## src/rtl/vend_pkg.sv

```systemverilog
// Shared types, coin values, event codes and price lookup for the vending controller.
package vend_pkg;
  typedef enum logic [1:0] {IDLE, CREDIT, HOLD, CHANGE} state_t;

  typedef struct packed {
    logic       vld;
    logic [7:0] code;
  } evt_t;

  localparam logic [6:0] COIN_NICKEL  = 7'd5;
  localparam logic [6:0] COIN_DIME    = 7'd10;
  localparam logic [6:0] COIN_QUARTER = 7'd25;
  localparam logic [6:0] COIN_DOLLAR  = 7'd100;

  localparam logic [7:0] EVT_COIN_OK    = 8'h01;
  localparam logic [7:0] EVT_COIN_REJ   = 8'h02;
  localparam logic [7:0] EVT_LOW_CREDIT = 8'h04;
  localparam logic [7:0] EVT_DONE       = 8'h05;
  localparam logic [7:0] EVT_CHANGE     = 8'h06;
  localparam logic [7:0] EVT_VEND       = 8'h10;

  function automatic logic [6:0] coin_value(input logic [1:0] sel);
    case (sel)
      2'b00:   coin_value = COIN_NICKEL;
      2'b01:   coin_value = COIN_DIME;
      2'b10:   coin_value = COIN_QUARTER;
      default: coin_value = COIN_DOLLAR;
    endcase
  endfunction

  function automatic int unsigned price_lookup(input logic [1:0] id, input int unsigned pa,
                                               input int unsigned pb, input int unsigned pc,
                                               input int unsigned pd);
    case (id)
      2'd0:    price_lookup = pa;
      2'd1:    price_lookup = pb;
      2'd2:    price_lookup = pc;
      default: price_lookup = pd;
    endcase
  endfunction
endpackage

```

## src/rtl/vend_evt_buf.sv

```systemverilog
// Single-entry event holding register toward the UART formatter, with sticky drop flag.
module vend_evt_buf
  import vend_pkg::*;
(
  input  logic       clk,
  input  logic       reset,
  input  evt_t       push,
  input  logic       evt_ready,
  output logic       evt_valid,
  output logic [7:0] evt_code,
  output logic       evt_overflow
);
  logic load;

  // A pop and a push in the same cycle replace the entry without a bubble.
  assign load = push.vld && (!evt_valid || evt_ready);

  always_ff @(posedge clk or posedge reset) begin
    if (reset) begin
      evt_valid    <= 1'b0;
      evt_code     <= '0;
      evt_overflow <= 1'b0;
    end else begin
      if (load) begin
        evt_valid <= 1'b1;
        evt_code  <= push.code;
      end else if (evt_ready) begin
        evt_valid <= 1'b0;
      end
      if (push.vld && !load) evt_overflow <= 1'b1;
    end
  end
endmodule

```

## src/rtl/vend_ctrl.sv

```systemverilog
// Vending control FSM: credit tracking, vend/hold handshake with the delay timer, change payout.
module vend_ctrl
  import vend_pkg::*;
#(
  parameter int unsigned PRICE_A  = 75,
  parameter int unsigned PRICE_B  = 100,
  parameter int unsigned PRICE_C  = 125,
  parameter int unsigned PRICE_D  = 150,
  parameter int          CREDIT_W = 8
) (
  input  logic                clk,
  input  logic                reset,
  input  logic                coin_valid,
  input  logic [1:0]          coin_sel,
  input  logic                sel_valid,
  input  logic [1:0]          sel_id,
  input  logic                cancel,
  input  logic                delay_pulse,
  output logic                delay_enable,
  output logic                delay_clear,
  output logic [CREDIT_W-1:0] credit,
  output logic                dispense,
  output logic [1:0]          dispense_id,
  output logic                coin_reject,
  output logic                change_valid,
  output logic [CREDIT_W-1:0] change_amount,
  input  logic                change_ack,
  output logic                evt_valid,
  output logic [7:0]          evt_code,
  input  logic                evt_ready,
  output logic                evt_overflow
);
  localparam int SW = CREDIT_W + 1;

  state_t              state, state_n;
  logic [CREDIT_W-1:0] credit_n, price, chg_amt_n;
  logic [SW-1:0]       coin_sum;
  logic                coin_fits, disp_n, clr_n, rej_n, en_n, chg_v_n;
  logic [1:0]          disp_id_n;
  evt_t                push;

  // Carry out of the widened sum means the coin would overflow the credit register.
  assign coin_sum  = {1'b0, credit} + SW'(coin_value(coin_sel));
  assign coin_fits = !coin_sum[CREDIT_W];
  assign price     = CREDIT_W'(price_lookup(sel_id, PRICE_A, PRICE_B, PRICE_C, PRICE_D));

  always_comb begin
    state_n   = state;
    credit_n  = credit;
    disp_n    = 1'b0;
    disp_id_n = 2'd0;
    clr_n     = 1'b0;
    rej_n     = 1'b0;
    push      = '0;
    case (state)
      IDLE: if (coin_valid) begin
        if (coin_fits) begin
          credit_n = coin_sum[CREDIT_W-1:0];
          state_n  = CREDIT;
          push     = '{vld: 1'b1, code: EVT_COIN_OK};
        end else begin
          rej_n = 1'b1;
          push  = '{vld: 1'b1, code: EVT_COIN_REJ};
        end
      end
      CREDIT: begin
        if (cancel) begin
          state_n = CHANGE;
          rej_n   = coin_valid;
        end else if (sel_valid) begin
          rej_n = coin_valid;
          if (credit >= price) begin
            credit_n  = credit - price;
            disp_n    = 1'b1;
            disp_id_n = sel_id;
            clr_n     = 1'b1;
            state_n   = HOLD;
            push      = '{vld: 1'b1, code: EVT_VEND | {6'd0, sel_id}};
          end else begin
            push = '{vld: 1'b1, code: EVT_LOW_CREDIT};
          end
        end else if (coin_valid) begin
          if (coin_fits) begin
            credit_n = coin_sum[CREDIT_W-1:0];
            push     = '{vld: 1'b1, code: EVT_COIN_OK};
          end else begin
            rej_n = 1'b1;
            push  = '{vld: 1'b1, code: EVT_COIN_REJ};
          end
        end
      end
      HOLD: begin
        rej_n = coin_valid;
        if (delay_pulse) begin
          state_n = (credit != '0) ? CHANGE : IDLE;
          push    = '{vld: 1'b1, code: EVT_DONE};
        end else if (coin_valid) begin
          push = '{vld: 1'b1, code: EVT_COIN_REJ};
        end
      end
      CHANGE: begin
        rej_n = coin_valid;
        if (change_ack) begin
          credit_n = '0;
          state_n  = IDLE;
          push     = '{vld: 1'b1, code: EVT_CHANGE};
        end else if (coin_valid) begin
          push = '{vld: 1'b1, code: EVT_COIN_REJ};
        end
      end
      default: state_n = IDLE;
    endcase
    // Enable starts one cycle after the clear strobe and drops right after the timer pulse.
    en_n      = (state == HOLD) && (state_n == HOLD);
    chg_v_n   = (state_n == CHANGE);
    chg_amt_n = chg_v_n ? credit_n : '0;
  end

  always_ff @(posedge clk or posedge reset) begin
    if (reset) begin
      state         <= IDLE;
      credit        <= '0;
      dispense      <= 1'b0;
      dispense_id   <= 2'd0;
      delay_clear   <= 1'b0;
      delay_enable  <= 1'b0;
      coin_reject   <= 1'b0;
      change_valid  <= 1'b0;
      change_amount <= '0;
    end else begin
      state         <= state_n;
      credit        <= credit_n;
      dispense      <= disp_n;
      dispense_id   <= disp_id_n;
      delay_clear   <= clr_n;
      delay_enable  <= en_n;
      coin_reject   <= rej_n;
      change_valid  <= chg_v_n;
      change_amount <= chg_amt_n;
    end
  end

  vend_evt_buf u_evt (
    .clk          (clk),
    .reset        (reset),
    .push         (push),
    .evt_ready    (evt_ready),
    .evt_valid    (evt_valid),
    .evt_code     (evt_code),
    .evt_overflow (evt_overflow)
  );
endmodule

```

## config.mk

```make
export PLATFORM = sky130hd
export DESIGN_NAME = vend_ctrl
export DESIGN_NICKNAME = d
export VERILOG_FILES = /design/src/rtl/vend_pkg.sv /design/src/rtl/vend_evt_buf.sv /design/src/rtl/vend_ctrl.sv
export SDC_FILE = /design/constraint.sdc
export NUM_CORES = 1
export LEC_CHECK = 0
export CAP_MARGIN = 25
export CORE_ASPECT_RATIO = 0.8
export CORE_MARGIN = 2
export CORE_UTILIZATION = 52
export CTS_BUF_LIST = sky130_fd_sc_hd__clkbuf_16
export DETAILED_ROUTE_END_ITERATION = 8
export PLACE_DENSITY = 0.79
export SLEW_MARGIN = 20
export SYNTH_ARGS = -nofsm -noshare
export SYNTH_HDL_FRONTEND = slang
export SYNTH_SLANG_ARGS = --single-unit
```

## constraint.sdc

```tcl
create_clock -name clk -period 4.3 [get_ports clk]
set_clock_uncertainty 0.15 [all_clocks]
set_input_delay 0.43 -clock clk [delete_from_list [all_inputs] [get_ports clk]]
set_output_delay 0.43 -clock clk [all_outputs]
set_load 0.02 [all_outputs]
```

* Yosys cells after proc, flatten, opt, wreduce, memory -nomap -nowiden
Index checks and enable logic that the tools add are counted.
Storage, ports and cells: register bits after elaboration 34, output and inout port bits 33, logic and storage cells 78
Operators by class: add/sub/neg operators 2, order comparisons 1, equality and inequality tests 9, multiplexer cells 43, reduce and logical (&&, ||, !) cells 12
Operator list (count):
- two-way mux 8 bit | 7
- two-way mux 9 bit | 6
- case mux 8 bit (3 select lines) | 2
- case mux 9 bit (4 select lines) | 1
- two-way mux 2 bit | 13
- case mux 7 bit (3 select lines) | 1
- == test 2 bit, second input constant | 6
- two-way mux 1 bit | 10
- adder 8 x 7 -> 9 bit | 1
- >= comparator 8 bit | 1
- case mux 2 bit (4 select lines) | 1
- nonzero test 8 bit | 1
- subtractor 8 bit | 1
- == test 2 x 1 -> 1 bit, second input constant | 3
- logical NOT 2 bit | 3
- two-way mux 5 bit | 1
- logical AND 1 bit | 3
- case mux 1 bit (3 select lines) | 1
- logical NOT 1 bit | 2
- nonzero test 2 bit | 1
- OR reduction 2 bit | 1
- logical OR 1 bit | 1

* Longest topological paths before layout
word-level depth 11, mapped depth 13, mapped depth without buffers 12

* Cells and area by module
From an unflattened synthesis, not the netlist that was laid out.
Unflattened totals: cells, all modules 319, area, all modules 2847.7 sq um
Modules (own cells, without submodules):
- vend_ctrl | instances 1, cells an instance 295, area an instance 2433.6 sq um, seq. area each 600.6 sq um
- vend_evt_buf | instances 1, cells an instance 24, area an instance 414.1 sq um, seq. area each 250.2 sq um

* Worst setup path before layout
Ideal clock, no wire load.
path kind input port to flip-flop, start input port sel_id[0], end register change_amount[5], data arrival time 2.769 ns, slack 1.262 ns, cell stages on the path 13, path buffers 1, cells stage by stage inv_1 > ha_1 > inv_1 > ha_1 > nand2_1 > a311oi_2 > a2111oi_4 > or3_1 > buf_2 > o221ai_2 > o211ai_1 > a22o_1 > and2_1
Between the ends: elaborated cells between the ends (all ways) 16
RTL lines:
- from (decl) | line vend_ctrl.sv:16 | input logic [1:0] sel_id,
- == test 2 bit (tied with other cells) | line vend_pkg.sv:34 | case (id)
- case mux 8 bit (3 select lines) * | line vend_pkg.sv:34
- subtractor 8 bit / >= comparator 8 bit (equally long branches) | line vend_ctrl.sv:73, vend_ctrl.sv:72
- two-way mux 8 bit * | line vend_ctrl.sv:72 | if (credit >= price) begin
- two-way mux 8 bit * | line vend_ctrl.sv:70 | end else if (sel_valid) begin
- two-way mux 8 bit * | line vend_ctrl.sv:67 | if (cancel) begin
- case mux 8 bit (3 select lines) * | line vend_ctrl.sv:55 | case (state)
- named net credit_n[5] | line vend_ctrl.sv:36 | logic [CREDIT_W-1:0] credit_n, price, chg_amt_n;
- two-way mux 8 bit * | line vend_ctrl.sv:116 | chg_amt_n = chg_v_n ? credit_n : '0;
- named net chg_amt_n[5] | line vend_ctrl.sv:36
- to (signal assigned) | line vend_ctrl.sv:139 | change_amount <= chg_amt_n;
- to (decl) | line vend_ctrl.sv:26 | output logic [CREDIT_W-1:0] change_amount,
The timed path passes the listed nets; every way through them passes the cells marked *. A chain may end at the register's enable or synchronous reset.

* Worst setup path after layout
start input port sel_id[0], end register change_amount[2]
Between the ends: longest elaborated chain between the ends 9, elaborated cells between the ends (all ways) 16
RTL lines:
- == test 2 bit (tied with other cells) | line vend_pkg.sv:34
- case mux 8 bit (3 select lines) * | line vend_pkg.sv:34
- >= comparator 8 bit | line vend_ctrl.sv:72
- two-way mux 2 bit | line vend_ctrl.sv:72
- two-way mux 2 bit | line vend_ctrl.sv:70
- two-way mux 2 bit | line vend_ctrl.sv:67
- case mux 2 bit (4 select lines) | line vend_ctrl.sv:55
- == test 2 bit | line vend_ctrl.sv:115 | chg_v_n = (state_n == CHANGE);
- two-way mux 8 bit * | line vend_ctrl.sv:116
- named net chg_amt_n[2] | line vend_ctrl.sv:36
Marks and branches as above.

==> impl_summary.md <==
Power and ir drop
Power comes to between 2 and 2.5 mW. The standby leakage power is 1.41 nW. For this design the total switching power over the nets is 955 µW. Of the total power, the share spent switching nets is 0.440.

Dividing total power by cell area gives a power density of between 600 and 700 nW/µm². The cell-internal power is 1.22 mW. Of the total power, combinational logic draws 0.550.

The share of total power dissipated in the clock network is 0.210. Of the total power, registers draw 0.240. The highest ir drop seen on vdd is ~0.32 mV.

Finish
The final layout net count is roughly 360. The area growth from synthesis to final layout is 26.0%. The layout has 374 filler cells. Of the cells placed in the final design, the portion with a size suffix greater than 1 is 0.0665.

The end-of-flow core utilization is 0.683. The number of diodes added for antenna fixing is 0.

Placed design
At the end of routability-driven placement, the weighted congestion stood at 0.978. The number of buffers added on ports is 40. Summed over all nets, the half-perimeter wirelength after detailed placement is 5610 µm.

Critical path
The element type at the critical path end is a flip-flop. The worst endpoint required time is about 4300 ps. The reg-to-reg critical path endpoint is change_amount[2]$_DFF_PP0_. The setup path with the least slack is of type input port to flip-flop. In this run the worst path has a maximum fanout of 6. The startpoint of the lowest-slack register-to-register path is credit[0]$_DFF_PP0_.

The slack of the worst reg-to-reg path is approximately 950 ps. The sort of element at the start of the critical path is an input port. The cell depth of the worst flop-to-flop path is 12. The worst endpoint data arrival time is approximately 3700 ps.

Routing
The number of nets with antenna violations after detailed routing is 0. The total DRC errors in the routed layout is 0. The via count is roughly 2.4k. The final layout contains routed wiring with a total length of 7170 µm. The wire length per cell is between 15 and 20 µm. The routed via count divided by cell count is approximately 6.2.

The number of DRC violations after detailed-routing iteration 0 is between 200 and 250. The first-pass iteration count of the detailed router is 6.

Synth
The proportion of register bits with asynchronous set or reset after synthesis is 1.00. After synthesis, the most frequently instantiated cells are dfrtp_1, inv_1, nor2_1. By area the synthesized netlist is led by dfrtp_1, ha_1, a21oi_1. The cell count after synthesis is 290.

The unique cell type count in the Yosys netlist is 61. In this run the cell area of the synthesized design comes to 2500 µm². The mean cell area of the mapped netlist is approximately 8.6 µm². Of the synthesized area, sequential elements account for 0.300. The Yosys step of the flow raised 0 warnings. The synthesized flop and latch total is 30. The leading area contributor after synthesis is dfrtp_1. The fraction of synthesized cell area taken by the top area cell type is 0.300.

For this run, the leading register cell type out of synthesis is dfrtp_1. The number of synthesized flops with an enable pin is 0. The most numerous cell in the Yosys netlist is dfrtp_1.

Floorplanning
The count of standard-cell rows is 22. The floorplan step defined a die boundary enclosing approximately 5400 µm². The initial core utilization is 0.542. From bottom edge to top edge, the die measures 66.1 µm. Measured along the x axis, the die boundary spans 81.6 µm. The placeable core region is about 4600 µm². For this design the top-level I/O count stands at 45.

Worst hold path
The startpoint identified for the worst hold timing path is u_evt.evt_code[0]$_DFFE_PP0P_. The number of cells on the worst hold path is 2. The path with the worst hold slack has its endpoint at u_evt.evt_code[0]$_DFFE_PP0P_. The kind of path behind the tightest hold check is flip-flop to flip-flop.

GRT
The first global-routing pass estimated around 11,000 µm of wire. The number of antenna violations at the first check in global routing is 0. For this run the aggregate overflow at the end of global routing stands at 0. The number of global-route vias before repair is approximately 2.2k. The overall global routing resource usage is 0.286.

The largest net degree at the start of global routing is 23.

Timing
The number of pins with negative max-slew slack in the final report is 0. The clock period minus final worst setup slack is between 3000 and 4000 ps. The actual slew at the worst max-slew pin is around 660 ps. The final-report setup violation count is 0. The worst slew margin relative to its limit is 0.557. Setup total negative slack on the finished layout was measured at 0 ps.

Derived from the worst setup path, the maximum achievable clock frequency is between 200 and 300 MHz. Dividing the final minimum period by the clock period gives 0.855. Setup repair after global routing left no endpoint under its margin. The count of endpoints failing hold in the final timing report is 0.

Clock tree
Clock tree synthesis found a total of 30 sinks. The CTS root buffer is clkbuf_16. Counting along the longest clock path gives a buffer depth of 2. Post-CTS repair changed the size of 0 cells. Buffers added to address setup during post-CTS repair amount to 0. TritonCTS built the clock tree. Hold repair after CTS inserted 0 buffers. Buffers inserted during clock tree synthesis total 5. In this run the number of H-tree levels came out at 2. For the worst-skew pair, the clock arrives at the later sink with an insertion delay of 280 ps. The clock transition at the register clock pins on the worst setup and hold paths after CTS is 50 ps.

Flow run
Across the run, the number of max-cap violations was 0.

Status
The flow ran to the end, and the final reports show no timing, DRC or antenna violations.
[worst max-delay path by stage]
stage / from / endpoint / slack, ps
after global placement: sel_id[0] / change_amount[2]$_DFF_PP0_ / 460
after detailed placement: sel_id[0] / change_amount[2]$_DFF_PP0_ / 400
after CTS: sel_id[0] / change_amount[2]$_DFF_PP0_ / 670
final: sel_id[0] / change_amount[2]$_DFF_PP0_ / 620
after global routing: sel_id[0] / change_amount[4]$_DFF_PP0_ / 410
after floorplan: sel_id[0] / change_amount[5]$_DFF_PP0_ / 1260
[cell families after synthesis]
| family | Yosys count | share of synthesized area |
|---|---|---|
| buffers and inverters | 37 | 0.0639 |
| DFF | 30 | 0.300 |
| xor gates and xnor gates | 9 | 0.0315 |
| AOI/OAI and AO/OA | 94 | 0.277 |
| adders and majority gates | 22 | 0.116 |
| other | 1 | 0.00150 |
| muxes | 6 | 0.0250 |
| and+or+nand+nor | 91 | 0.186 |
[routing by layer]
metal  vias up  share of wire  GRT usage
met3        18          0.090     0.0697
met5         -              0          0
li1       1137              -          -
met2       123           0.43      0.420
met1      1143           0.45      0.406
met4         0          0.024      0.106
[state kept, by name, indices dropped and copies added, names as in the netlist]
| signal | flops |
|---|---|
| dispense_id | 2 |
| u_evt.evt_overflow | 1 |
| credit | 8 |
| dispense | 1 |
| delay_enable | 1 |
| change_valid | 1 |
| coin_reject | 1 |
| state | 2 |
| u_evt.evt_code | 4 |
| u_evt.evt_valid | 1 |
| change_amount | 8 |
[power by group through the flow]
| stage | registers, mW | clock network, mW | logic [mW] |
|---|---|---|---|
| final | 0.521 | 0.457 | 1.20 |
| after global routing | 0.534 | 0.473 | 1.30 |
| after CTS | 0.514 | 0.458 | 1.18 |
| after detailed placement | 0.518 | 0 | 1.17 |
| after global placement | 0.516 | 0 | 1.15 |
| after floorplan | 0.533 | 0 | 0.754 |
[cell type report]
class | instances | area, µm² | share of cell area
flip-flops and latches | 30 | 751 | 0.238
clock buffers | 5 | 125 | 0.0396
inverters | 23 | 86.3 | 0.0273
well taps | 60 | 75.1 | 0.0238
clock inverters | 3 | 63.8 | 0.0202
repair buffers | 44 | 450 | 0.143
multi-input cells | 226 | 1610 | 0.509
[stage by stage]
stage | area (µm²) | hold slack, ps | worst slack, ps | instances
global route | 3160 | 366 | 405 | 391
finish | 3160 | 338 | 624 | 391
global placement | 2940 | 317 | 456 | 382
floorplan | 2520 | 346 | 1260 | 293
detailed placement | 2970 | 327 | 398 | 383
CTS | 3160 | 339 | 671 | 391
[critical path, cell delays in order]
cell and delay (ps):
clkdlybuf4s50_1 510, inv_1 110, ha_1 350, inv_1 60, ha_1 370, nand2_1 100, a311oi_2 340, a2111oi_4 120
a21oi_1 390, o221ai_1 180, a221oi_1 340, o21ai_0 190, a21oi_1 220
[placed cells by master, fill, tap and decap left out, types with 3 or more instances in the layout]
cell,count
a21oi_1,21
a221o_1,4
a31oi_1,6
and2_1,9
and3_1,5
buf_4,3
clkbuf_16,5
clkdlybuf4s50_1,40
conb_1,4
dfrtp_1,30
ha_1,20
inv_1,23
mux2i_1,4
nand2_1,17
nand2b_1,8
nand3_1,5
nor2_1,22
nor2b_1,4
nor3_1,7
nor4_1,4
o211ai_1,3
o21a_1,4
o21ai_0,15
o21bai_1,4
o221ai_2,3
o31a_1,4
xnor2_1,7
(Power assumes the default switching activity.)
